## src/rtl/imem_loader_if.sv

```systemverilog
// Byte-link and imem write-port bundle. The loader takes the slave side: it consumes
// the byte stream and drives the write port. The host/memory harness takes the master side.
interface imem_loader_if #(
  parameter int ADDR_W = 8
);
  logic [7:0]        rx_data;
  logic              rx_valid;
  logic              rx_ready;
  logic              imem_we;
  logic [ADDR_W-1:0] imem_waddr;
  logic [31:0]       imem_wdata;

  modport master (
    output rx_data, rx_valid,
    input  rx_ready, imem_we, imem_waddr, imem_wdata
  );

  modport slave (
    input  rx_data, rx_valid,
    output rx_ready, imem_we, imem_waddr, imem_wdata
  );
endinterface

```

## src/rtl/imem_loader.sv

```systemverilog
// Boot loader: parses SYNC/len/words/checksum frames and writes LE words to imem; holds CPU until good.
// Word write 1 cycle after its last byte, status 1 cycle after checksum; rx_ready is 1 in every state after reset.
module imem_loader #(
  parameter int          ADDR_W = 8,
  parameter logic [7:0]  SYNC   = 8'hA5
) (
  input  logic            clk,
  input  logic            rst_n,
  imem_loader_if.slave    bus,
  output logic            cpu_hold,
  output logic            done,
  output logic            err,
  output logic [ADDR_W:0] words_loaded
);

  localparam logic [2:0] IDLE = 3'd0;
  localparam logic [2:0] LEN0 = 3'd1;
  localparam logic [2:0] LEN1 = 3'd2;
  localparam logic [2:0] DATA = 3'd3;
  localparam logic [2:0] CHK  = 3'd4;
  localparam logic [2:0] DONE = 3'd5;
  localparam logic [2:0] ERR  = 3'd6;

  localparam logic [16:0] MAX_N = 17'(1) << ADDR_W;

  logic [2:0]        state_q, state_d;
  logic              rx_ready_q, rx_ready_d;
  logic [7:0]        len_lo_q, len_lo_d;
  logic [15:0]       len_q, len_d;
  logic [1:0]        bcnt_q, bcnt_d;
  logic [31:0]       asm_q, asm_d;
  logic [7:0]        csum_q, csum_d;
  logic [ADDR_W:0]   words_q, words_d;
  logic              we_q, we_d;
  logic [ADDR_W-1:0] waddr_q, waddr_d;
  logic [31:0]       wdata_q, wdata_d;
  logic              hold_q, hold_d;
  logic              done_q, done_d;
  logic              err_q, err_d;

  logic        acc;
  logic [15:0] len_new;

  assign acc     = bus.rx_valid && rx_ready_q;
  assign len_new = {bus.rx_data, len_lo_q};

  always_comb begin
    state_d    = state_q;
    rx_ready_d = 1'b1;
    len_lo_d   = len_lo_q;
    len_d      = len_q;
    bcnt_d     = bcnt_q;
    asm_d      = asm_q;
    csum_d     = csum_q;
    words_d    = words_q;
    we_d       = 1'b0;
    waddr_d    = waddr_q;
    wdata_d    = wdata_q;
    hold_d     = hold_q;
    done_d     = done_q;
    err_d      = err_q;

    case (state_q)
      IDLE, DONE, ERR: begin
        // Only SYNC (re)starts a frame; anything else is idle-line noise.
        if (acc && bus.rx_data == SYNC) begin
          state_d = LEN0;
          done_d  = 1'b0;
          err_d   = 1'b0;
          hold_d  = 1'b1;
          bcnt_d  = 2'd0;
          words_d = '0;
          csum_d  = 8'd0;
        end
      end
      LEN0: begin
        if (acc) begin
          len_lo_d = bus.rx_data;
          state_d  = LEN1;
        end
      end
      LEN1: begin
        if (acc) begin
          len_d = len_new;
          if (len_new == 16'd0 || {1'b0, len_new} > MAX_N) begin
            state_d = ERR;
            err_d   = 1'b1;
            hold_d  = 1'b1;
          end else begin
            state_d = DATA;
          end
        end
      end
      DATA: begin
        if (acc) begin
          asm_d  = {bus.rx_data, asm_q[31:8]};
          csum_d = csum_q + bus.rx_data;
          bcnt_d = bcnt_q + 2'd1;
          if (bcnt_q == 2'd3) begin
            we_d    = 1'b1;
            wdata_d = {bus.rx_data, asm_q[31:8]};
            waddr_d = words_q[ADDR_W-1:0];
            words_d = words_q + 1'b1;
            if (17'(words_q + 1'b1) == {1'b0, len_q}) begin
              state_d = CHK;
            end
          end
        end
      end
      CHK: begin
        if (acc) begin
          if (bus.rx_data == csum_q) begin
            state_d = DONE;
            done_d  = 1'b1;
            hold_d  = 1'b0;
          end else begin
            state_d = ERR;
            err_d   = 1'b1;
            hold_d  = 1'b1;
          end
        end
      end
      default: state_d = IDLE;
    endcase
  end

  always_ff @(posedge clk or negedge rst_n) begin
    if (!rst_n) begin
      state_q    <= IDLE;
      rx_ready_q <= 1'b0;
      len_lo_q   <= 8'd0;
      len_q      <= 16'd0;
      bcnt_q     <= 2'd0;
      asm_q      <= 32'd0;
      csum_q     <= 8'd0;
      words_q    <= '0;
      we_q       <= 1'b0;
      waddr_q    <= '0;
      wdata_q    <= 32'd0;
      hold_q     <= 1'b1;
      done_q     <= 1'b0;
      err_q      <= 1'b0;
    end else begin
      state_q    <= state_d;
      rx_ready_q <= rx_ready_d;
      len_lo_q   <= len_lo_d;
      len_q      <= len_d;
      bcnt_q     <= bcnt_d;
      asm_q      <= asm_d;
      csum_q     <= csum_d;
      words_q    <= words_d;
      we_q       <= we_d;
      waddr_q    <= waddr_d;
      wdata_q    <= wdata_d;
      hold_q     <= hold_d;
      done_q     <= done_d;
      err_q      <= err_d;
    end
  end

  assign bus.rx_ready   = rx_ready_q;
  assign bus.imem_we    = we_q;
  assign bus.imem_waddr = waddr_q;
  assign bus.imem_wdata = wdata_q;
  assign cpu_hold       = hold_q;
  assign done           = done_q;
  assign err            = err_q;
  assign words_loaded   = words_q;

endmodule

```

## src/flat_wrapper.sv

```systemverilog
// flat-port wrapper written by rule: the top's interface ports become plain ports
module imem_loader_flat 
#(
  parameter int          ADDR_W = 8,
  parameter logic [7:0]  SYNC   = 8'hA5
)
  (clk, rst_n, cpu_hold, done, err, words_loaded, bus_rx_data, bus_rx_valid, bus_rx_ready, bus_imem_we, bus_imem_waddr, bus_imem_wdata);
  imem_loader_if #(.ADDR_W(ADDR_W)) bus_i ();
  input  logic clk;
  input  logic rst_n;
  output logic cpu_hold;
  output logic done;
  output logic err;
  output logic [ADDR_W:0] words_loaded;
  input wire logic [$bits(bus_i.rx_data)-1:0] bus_rx_data;
  input wire logic [$bits(bus_i.rx_valid)-1:0] bus_rx_valid;
  output wire logic [$bits(bus_i.rx_ready)-1:0] bus_rx_ready;
  output wire logic [$bits(bus_i.imem_we)-1:0] bus_imem_we;
  output wire logic [$bits(bus_i.imem_waddr)-1:0] bus_imem_waddr;
  output wire logic [$bits(bus_i.imem_wdata)-1:0] bus_imem_wdata;
  assign bus_i.rx_data = bus_rx_data;
  assign bus_i.rx_valid = bus_rx_valid;
  assign bus_rx_ready = bus_i.rx_ready;
  assign bus_imem_we = bus_i.imem_we;
  assign bus_imem_waddr = bus_i.imem_waddr;
  assign bus_imem_wdata = bus_i.imem_wdata;
  imem_loader #(.ADDR_W(ADDR_W), .SYNC(SYNC)) u_core (.clk(clk), .rst_n(rst_n), .bus(bus_i), .cpu_hold(cpu_hold), .done(done), .err(err), .words_loaded(words_loaded));
endmodule
```

## config.mk

```make
export PLATFORM = sky130hd
export DESIGN_NAME = imem_loader_flat
export DESIGN_NICKNAME = d
export VERILOG_FILES = /design/src/rtl/imem_loader_if.sv /design/src/rtl/imem_loader.sv /design/src/flat_wrapper.sv
export SDC_FILE = /design/constraint.sdc
export NUM_CORES = 1
export LEC_CHECK = 0
export ABC_AREA = 1
export CAP_MARGIN = 30
export CORE_ASPECT_RATIO = 1.1
export CORE_MARGIN = 2
export CORE_UTILIZATION = 60
export DETAILED_ROUTE_END_ITERATION = 10
export PLACE_DENSITY_LB_ADDON = 0.2
export SLEW_MARGIN = 5
export SYNTH_ARGS = -nofsm -noshare
export SYNTH_HDL_FRONTEND = slang
export SYNTH_SLANG_ARGS = --single-unit
```

## constraint.sdc

```tcl
create_clock -name clk -period 3.5 [get_ports clk]
set_input_delay 0.7 -clock clk [delete_from_list [all_inputs] [get_ports clk]]
set_output_delay 0.7 -clock clk [all_outputs]
set_load 0.01 [all_outputs]
```

==> results.md, run 1 <==
* CTS tree: built
* Clock root buffer: sky130_fd_sc_hd__clkbuf_8
* Worst Skew at 0.00828 ns
* Commonest cells in the synthesized netlist: sky130_fd_sc_hd__nand2_1 (188), sky130_fd_sc_hd__dfrtp_1 (114), sky130_fd_sc_hd__inv_1 (69)
* Via count at 4547
* CTS hold repair buffers at 0
* Post-synthesis to final-layout area growth at 24.9%
* Result of the run: finished clean
* Max-slew violation count at 0
* Flip-flop and latch count after synthesis at 115
* Least-Margin Pin Slew at 0.635 ns
* Avg Vias per Cell at 5.58
* Crit end category: flip-flop
* Synthesized netlist net count at 640
* Final critical-path setup slack at 1.18 ns
* Areal power density over the cells at 710 mW/mm2
* Number of standard cells in the final layout excluding fillers at 815
* Dominant cells by area after synthesis: sky130_fd_sc_hd__dfrtp_1 (54%), sky130_fd_sc_hd__nand2_1 (13%), sky130_fd_sc_hd__o21ai_0 (6.3%)
* Cell type contributing the most total cell area after synthesis: sky130_fd_sc_hd__dfrtp_1
* Die outline height at 102 um
* Leakage at 3.25 nW
* Post-CTS setup buffer count at 0
* Final total negative setup slack at 0 ns
* Vias in the first global route at 4596
* Critical path data arrival time at 2.71 ns
* Placed inst area at 0.00604 mm2
* Source-to-sink clock delay at the later pin of the worst-skew pair at 0.52 ns
* Number of optimization iterations in the first detailed-route pass at 5
* Post-cts gate resize count at 0
* Portion of synthesized cell area occupied by the leading cell type at 54.0%
* Routed wirelength normalized by instance count at 15.9 um
* Critical path data required time at 3.90 ns
* Prevailing post-synth register cell: sky130_fd_sc_hd__dfrtp_1
* Proportion of synthesized chip area in sequential cells at 54.5%
* DRC violation count after routing at 0
* Routed Antenna Nets at 0
* Antenna violations before repair at 0
* Share of total power in the clock network at 34.3%
* Area of the core region at 0.00845 mm2
* Floorplan die area at 0.00957 mm2
* I/O Buffers at 64
* Maximum net fanout on the critical path at 6
* Total wire length after detailed routing at 12900 um
* Standard-cell rows at 35
* Starting Density at 62.5%
* Kind of critical path: input pin to flip-flop
* TritonCTS buffer count at 17
* Area of combinational cells with multiple inputs at 0.00205 mm2
* DP Wirelength at 8750 um
* Largest net degree at the start of global routing at 52
* Global-route wire length before repair at 21600 um
* Count of flip-flops with a built-in enable after synthesis at 0
* Total routing resource utilization after global routing at 29.4%
* Clock-pin slew on the worst setup and hold paths at 0.06 ns
* Worst ir drop on vdd at 0.459 mV
* Max capacitance violation total at 0
* Fraction of power consumed by sequential logic at 40.1%
* Sort of element at the start of the critical path: input pin
* Design internal power at 3.05 mW
* Number of library cell types mapped by synthesis at 35
* Overall die width at 93.4 um
* Number of diodes added for antenna fixing at 0
* Fraction of layout cells with a size suffix above 1 at 8.66%
* Leftover overflow at the end of global routing at 0
* Final weighted congestion in routability-driven placement at 0.897
* Sink Count at 115
* Area of the mapped netlist at 0.00528 mm2
* Worst slack at placement at 0.703 ns
* Unrepaired setup endpoints after global routing: false
* Post-route minimum period at 2.32 ns
* Most repeated cell in the gate-level netlist after synthesis: sky130_fd_sc_hd__nand2_1
* Count of final setup violators at 0
* Instance count of the mapped netlist at 618
* Total of warnings raised by yosys at 0
* Headroom to the max-slew limit at 57.7%
* Highest Clock Rate at 432 MHz
* Maximum buffer depth of the clock tree at 2
* Final Hold Fails at 0
* Total I/O pin count at 65
* Storage element area at 0.00288 mm2
* Finished layout cell area at 0.00659 mm2
* FFs w/ async S/R, synth at 100%
* Gate power share at 25.6%
* Total power after layout at 4.68 mW
* Hold/Removal Path Class: input pin to async pin
* Final critical-path share of the clock period at 66.2%
* Number of placed instances, taps included at 783
* Net switching power at 1.64 mW
* H-Tree Depth at 4
* Mean Syn Cell Area at 8.54 um2
* Filler cell count in the final layout at 551
* Number of violations reported at the end of detailed-routing iteration 0 at 334
* Switching part of the total power at 35.0%
* Final-stage net count at 713
[metal layers]
metal	global-route usage [%]	up-vias	wire (um)
met5	0	-	0
met4	12.3	0	324
met3	8.04	28	866
met2	49.6	191	6530
met1	36.0	2182	5200
li1	-	2146	-
[placed cells by master (no fill, tap or decap), types with 3 or more instances in the layout]
cell type	instances
sky130_fd_sc_hd__nor2_2	3
sky130_fd_sc_hd__inv_1	69
sky130_fd_sc_hd__xor2_1	4
sky130_fd_sc_hd__nand3_1	35
sky130_fd_sc_hd__clkbuf_16	16
sky130_fd_sc_hd__o21ai_0	66
sky130_fd_sc_hd__dfrtp_1	114
sky130_fd_sc_hd__a21oi_1	6
sky130_fd_sc_hd__nor2_4	3
sky130_fd_sc_hd__inv_6	4
sky130_fd_sc_hd__xnor2_1	3
sky130_fd_sc_hd__o21ai_1	32
sky130_fd_sc_hd__clkinv_4	3
sky130_fd_sc_hd__nor2_1	27
sky130_fd_sc_hd__clkinvlp_4	3
sky130_fd_sc_hd__nand4_1	14
sky130_fd_sc_hd__buf_4	6
sky130_fd_sc_hd__nand2_1	188
sky130_fd_sc_hd__clkinv_2	3
sky130_fd_sc_hd__o21ai_2	3
sky130_fd_sc_hd__ha_1	9
sky130_fd_sc_hd__a22o_1	3
sky130_fd_sc_hd__clkdlybuf4s50_1	63
[worst paths after layout]
path	from	to	slack, ns	depth (start not counted)
setup / recovery	bus_rx_data[0]	u_core.csum_q[6]$_DFFE_PN0P_	1.18	11
setup reg to reg	u_core.state_q[0]$_DFFE_PN0P_	u_core.bus.imem_wdata[24]$_DFFE_PN0P_	1.19	10
max in group asynchronous	rst_n	u_core.cpu_hold$_DFFE_PN1P_	2.56	2
min in group clk	u_core.bus.imem_wdata[7]$_DFFE_PN0P_	u_core.bus.imem_wdata[7]$_DFFE_PN0P_	0.48	2
hold reg to reg	u_core.bus.imem_wdata[7]$_DFFE_PN0P_	u_core.bus.imem_wdata[7]$_DFFE_PN0P_	0.48	2
hold / removal	rst_n	u_core.bus.imem_wdata[2]$_DFFE_PN0P_	0.20	1
[per-stage QoR]
step	hold WS, ns	utilization [%]
2_1_floorplan	0.404	-
3_3_place_gp	0.455	71.4
3_5_place_dp	0.467	71.4
4_1_cts	0.215	78.0
5_1_grt	0.246	78.0
6_report	0.202	78.0
[power by group through the flow]
stage                     combinational [mW]  clock, mW  sequential [mW]
after floorplan                        0.843          0             1.84
after global placement                  1.11          0             1.87
after detailed placement                1.17          0             1.88
after CTS                               1.19       1.62             1.87
after global routing                    1.37       1.70             1.91
final                                   1.20       1.61             1.88
[final cells by class]
class	instances	area share, %
Sequential cell	115	43.7
Tap cell	111	2.11
Timing Repair Buffer	70	10.6
Clock buffer	18	6.49
Multi-Input combinational cell	415	31.0
Clock inverter	14	1.95
Inverter	72	4.18
[cells by family (layout without fill, tap and decap cells)]
logic type | Yosys count | count (layout) | synth area share (%)
other cells | 1 | 1 | 0.0710
simple gates | 284 | 284 | 23.4
buf+inv | 88 | 174 | 6.71
flops | 115 | 115 | 54.5
compound gates | 112 | 112 | 11.2
xor+xnor | 7 | 7 | 1.16
fa+ha+maj | 11 | 11 | 2.89
[flip-flops by register name, summed over array words and instances, names as in the netlist, 2 cells and up]
signal and count:
u_core.csum_q 8, u_core.state_q 3, u_core.asm_q 24, u_core.bcnt_q 2, u_core.len_lo_q 8, u_core.words_loaded 9, u_core.bus.imem_waddr 8, u_core.len_q 16
u_core.bus.imem_wdata 32
[critical path, stage by stage]
cell and delay (ns):
sky130_fd_sc_hd__clkdlybuf4s50_1 0.60, sky130_fd_sc_hd__ha_1 0.34, sky130_fd_sc_hd__fa_1 0.43, sky130_fd_sc_hd__nand3_1 0.09, sky130_fd_sc_hd__nand3_1 0.12, sky130_fd_sc_hd__nand2_1 0.09, sky130_fd_sc_hd__nand2_1 0.05, sky130_fd_sc_hd__nand2_1 0.08
sky130_fd_sc_hd__nand3_1 0.08, sky130_fd_sc_hd__nand2_1 0.07, sky130_fd_sc_hd__o21ai_0 0.06
(Power assumes the default switching activity.)
==> inputs of run 2 (changes only) <==
- CORE_UTILIZATION: 60 -> 50
- clock period: 3.5 -> 2 ns (I/O delays scaled with it)
==> results.md, run 2 (same netlist as run 1, synthesis figures left out) <==
* Critical path's largest stage delay at 0.53 ns
* Total wire length after detailed routing at 12600 um
* Core utilization of the finished layout at 67.8%
* Via count at 4487
* Standard-cell rows at 39
* Result of the run: finished clean
* Clock root buffer: sky130_fd_sc_hd__clkbuf_16
* Final-stage net count at 747
* Total I/O pin count at 65
* Kind of critical path: flip-flop to primary output
* Starting Density at 51.0%
* Max-slew violation count at 0
* Filler cell count in the final layout at 849
* Crit path max-delay cell type: sky130_fd_sc_hd__clkdlybuf4s50_1
* Maximum net fanout on the critical path at 6
* Antenna violations before repair at 0
* Design internal power at 5.90 mW
* Gate power share at 25.6%
* Setup slack of the worst register-to-register path at 0.18 ns
* Switching part of the total power at 31.5%
* Net switching power at 2.72 mW
* Number of diodes added for antenna fixing at 0
* Storage element area at 0.00288 mm2
* Critical path data arrival time at 1.50 ns
* Largest net degree at the start of global routing at 71
* Final weighted congestion in routability-driven placement at 0.858
* I/O Buffers at 64
* Areal power density over the cells at 1230 mW/mm2
* Final Hold Fails at 0
* Finished layout cell area at 0.00701 mm2
* Crit end category: primary output
* Final critical-path setup slack at 0.101 ns
* Global-route wire length before repair at 21600 um
* Number of flip-flops under the largest register name at 32
* Unrepaired setup endpoints after global routing: false
* Clock-pin slew on the worst setup and hold paths at 0.05 ns
* Routed wirelength normalized by instance count at 14.3 um
* Worst Skew at 0.00761 ns
* Leftover overflow at the end of global routing at 0
* Headroom to the max-slew limit at 66.7%
* Number of violations reported at the end of detailed-routing iteration 0 at 295
* Floorplan die area at 0.0114 mm2
* H-Tree Depth at 4
* Highest Clock Rate at 527 MHz
* Avg Vias per Cell at 5.09
* Leakage at 3.47 nW
* Fraction of power consumed by sequential logic at 37.7%
* Placed inst area at 0.00635 mm2
* Chain of cells forming the critical path: buf_4, clkdlybuf4s50_1
* Maximum buffer depth of the clock tree at 2
* Post-synthesis to final-layout area growth at 32.8%
* Commonest cells after routing, fill and taps aside: sky130_fd_sc_hd__nand2_1 (186), sky130_fd_sc_hd__dfrtp_1 (114), sky130_fd_sc_hd__inv_1 (69)
* Hold/Removal Path Class: input pin to async pin
* Post-CTS setup buffer count at 0
* Total routing resource utilization after global routing at 24.5%
* Number of optimization iterations in the first detailed-route pass at 6
* Routed Antenna Nets at 0
* TritonCTS buffer count at 17
* Worst ir drop on vdd at 0.793 mV
* Least-Margin Pin Slew at 0.498 ns
* Overall die width at 102 um
* Vias in the first global route at 4545
* Share of total power in the clock network at 36.6%
* Die outline height at 112 um
* Max capacitance violation total at 0
* Final critical-path share of the clock period at 95.0%
* Worst hold margin at 0.467 ns
* DRC violation count after routing at 0
* Count of final setup violators at 0
* Post-route minimum period at 1.90 ns
* Total power after layout at 8.62 mW
* CTS tree: built
* Leading cell type in the layout, fill and taps excluded: sky130_fd_sc_hd__nand2_1
* Sort of element at the start of the critical path: flip-flop
* Fraction of layout cells with a size suffix above 1 at 13.1%
* Area of the core region at 0.0103 mm2
* Sink Count at 115
* Source-to-sink clock delay at the later pin of the worst-skew pair at 0.41 ns
* Area of combinational cells with multiple inputs at 0.00208 mm2
* DP Wirelength at 8760 um
* Critical path data required time at 1.60 ns
* Worst slack at placement at -0.245 ns
-- run 2: changes by cell type in the layout (fill, tap and decap cells not counted), moves of 2 or more --
cell                        previous run  this run
sky130_fd_sc_hd__nand2_2               2         4
sky130_fd_sc_hd__inv_6                 4         0
sky130_fd_sc_hd__clkbuf_1              0         3
sky130_fd_sc_hd__buf_12                1         3
sky130_fd_sc_hd__buf_4                 6        37
sky130_fd_sc_hd__bufinv_16             1         4
sky130_fd_sc_hd__nand2_1             188       186
sky130_fd_sc_hd__clkinv_4              3         0
-- run 2: power groups by stage --
| stage | clock network, mW | logic (mW) | registers [mW] |
|---|---|---|---|
| 2_1_floorplan | 0 | 1.47 | 3.21 |
| 3_3_place_gp | 0 | 2.06 | 3.25 |
| 3_5_place_dp | 0 | 2.15 | 3.28 |
| 4_1_cts | 3.19 | 2.20 | 3.25 |
| 5_1_grt | 3.32 | 2.54 | 3.32 |
| 6_report | 3.16 | 2.21 | 3.25 |
-- run 2: path summary, 6_finish.rpt --
kind                                                       from                                   end  cells past startpoint
max                          u_core.words_loaded[0]$_DFFE_PN0P_                       words_loaded[0]                      2
min                                                       rst_n          u_core.bus.imem_we$_DFF_PN0_                      2
max reg2reg                       u_core.state_q[0]$_DFFE_PN0P_         u_core.state_q[0]$_DFFE_PN0P_                     10
min reg2reg                u_core.bus.imem_wdata[6]$_DFFE_PN0P_  u_core.bus.imem_wdata[6]$_DFFE_PN0P_                      2
max in group asynchronous                                 rst_n           u_core.cpu_hold$_DFFE_PN1P_                      3
min in group clk           u_core.bus.imem_wdata[6]$_DFFE_PN0P_  u_core.bus.imem_wdata[6]$_DFFE_PN0P_                      2
-- run 2: final cells by class --
cell class | instances | share of cell area (%)
inverters | 72 | 3.92
repair buffers | 104 | 13.9
clock buffers | 22 | 6.62
clock inverters | 10 | 2.21
multi-input cells | 415 | 29.7
well taps | 143 | 2.55
flip-flops and latches | 115 | 41.0
-- run 2: repair_timing --
item,in CTS,in global routing
gates resized for setup,0,9
endpoints found under the hold margin,26,0
hold buffers,1,0
setup endpoints to repair,0,4
-- run 2: critical path: cells and delay by family, from the launching register on --
| family | cells | cell delay (ns) |
|---|---|---|
| buf+inv | 2 | 0.70 |
| flops | 1 | 0.39 |
-- run 2: layer usage --
metal	wire length, um	GRT usage (%)
met3	515	6.72
met1	5600	31.8
met5	0	0
met4	272	8.62
met2	6210	39.3
-- run 2: per-stage QoR --
step	cells	setup TNS, ns
final	881	0
after global routing	881	0
after CTS	881	0
after detailed placement	848	-3.08
after global placement	848	-2.06
after floorplan	618	0
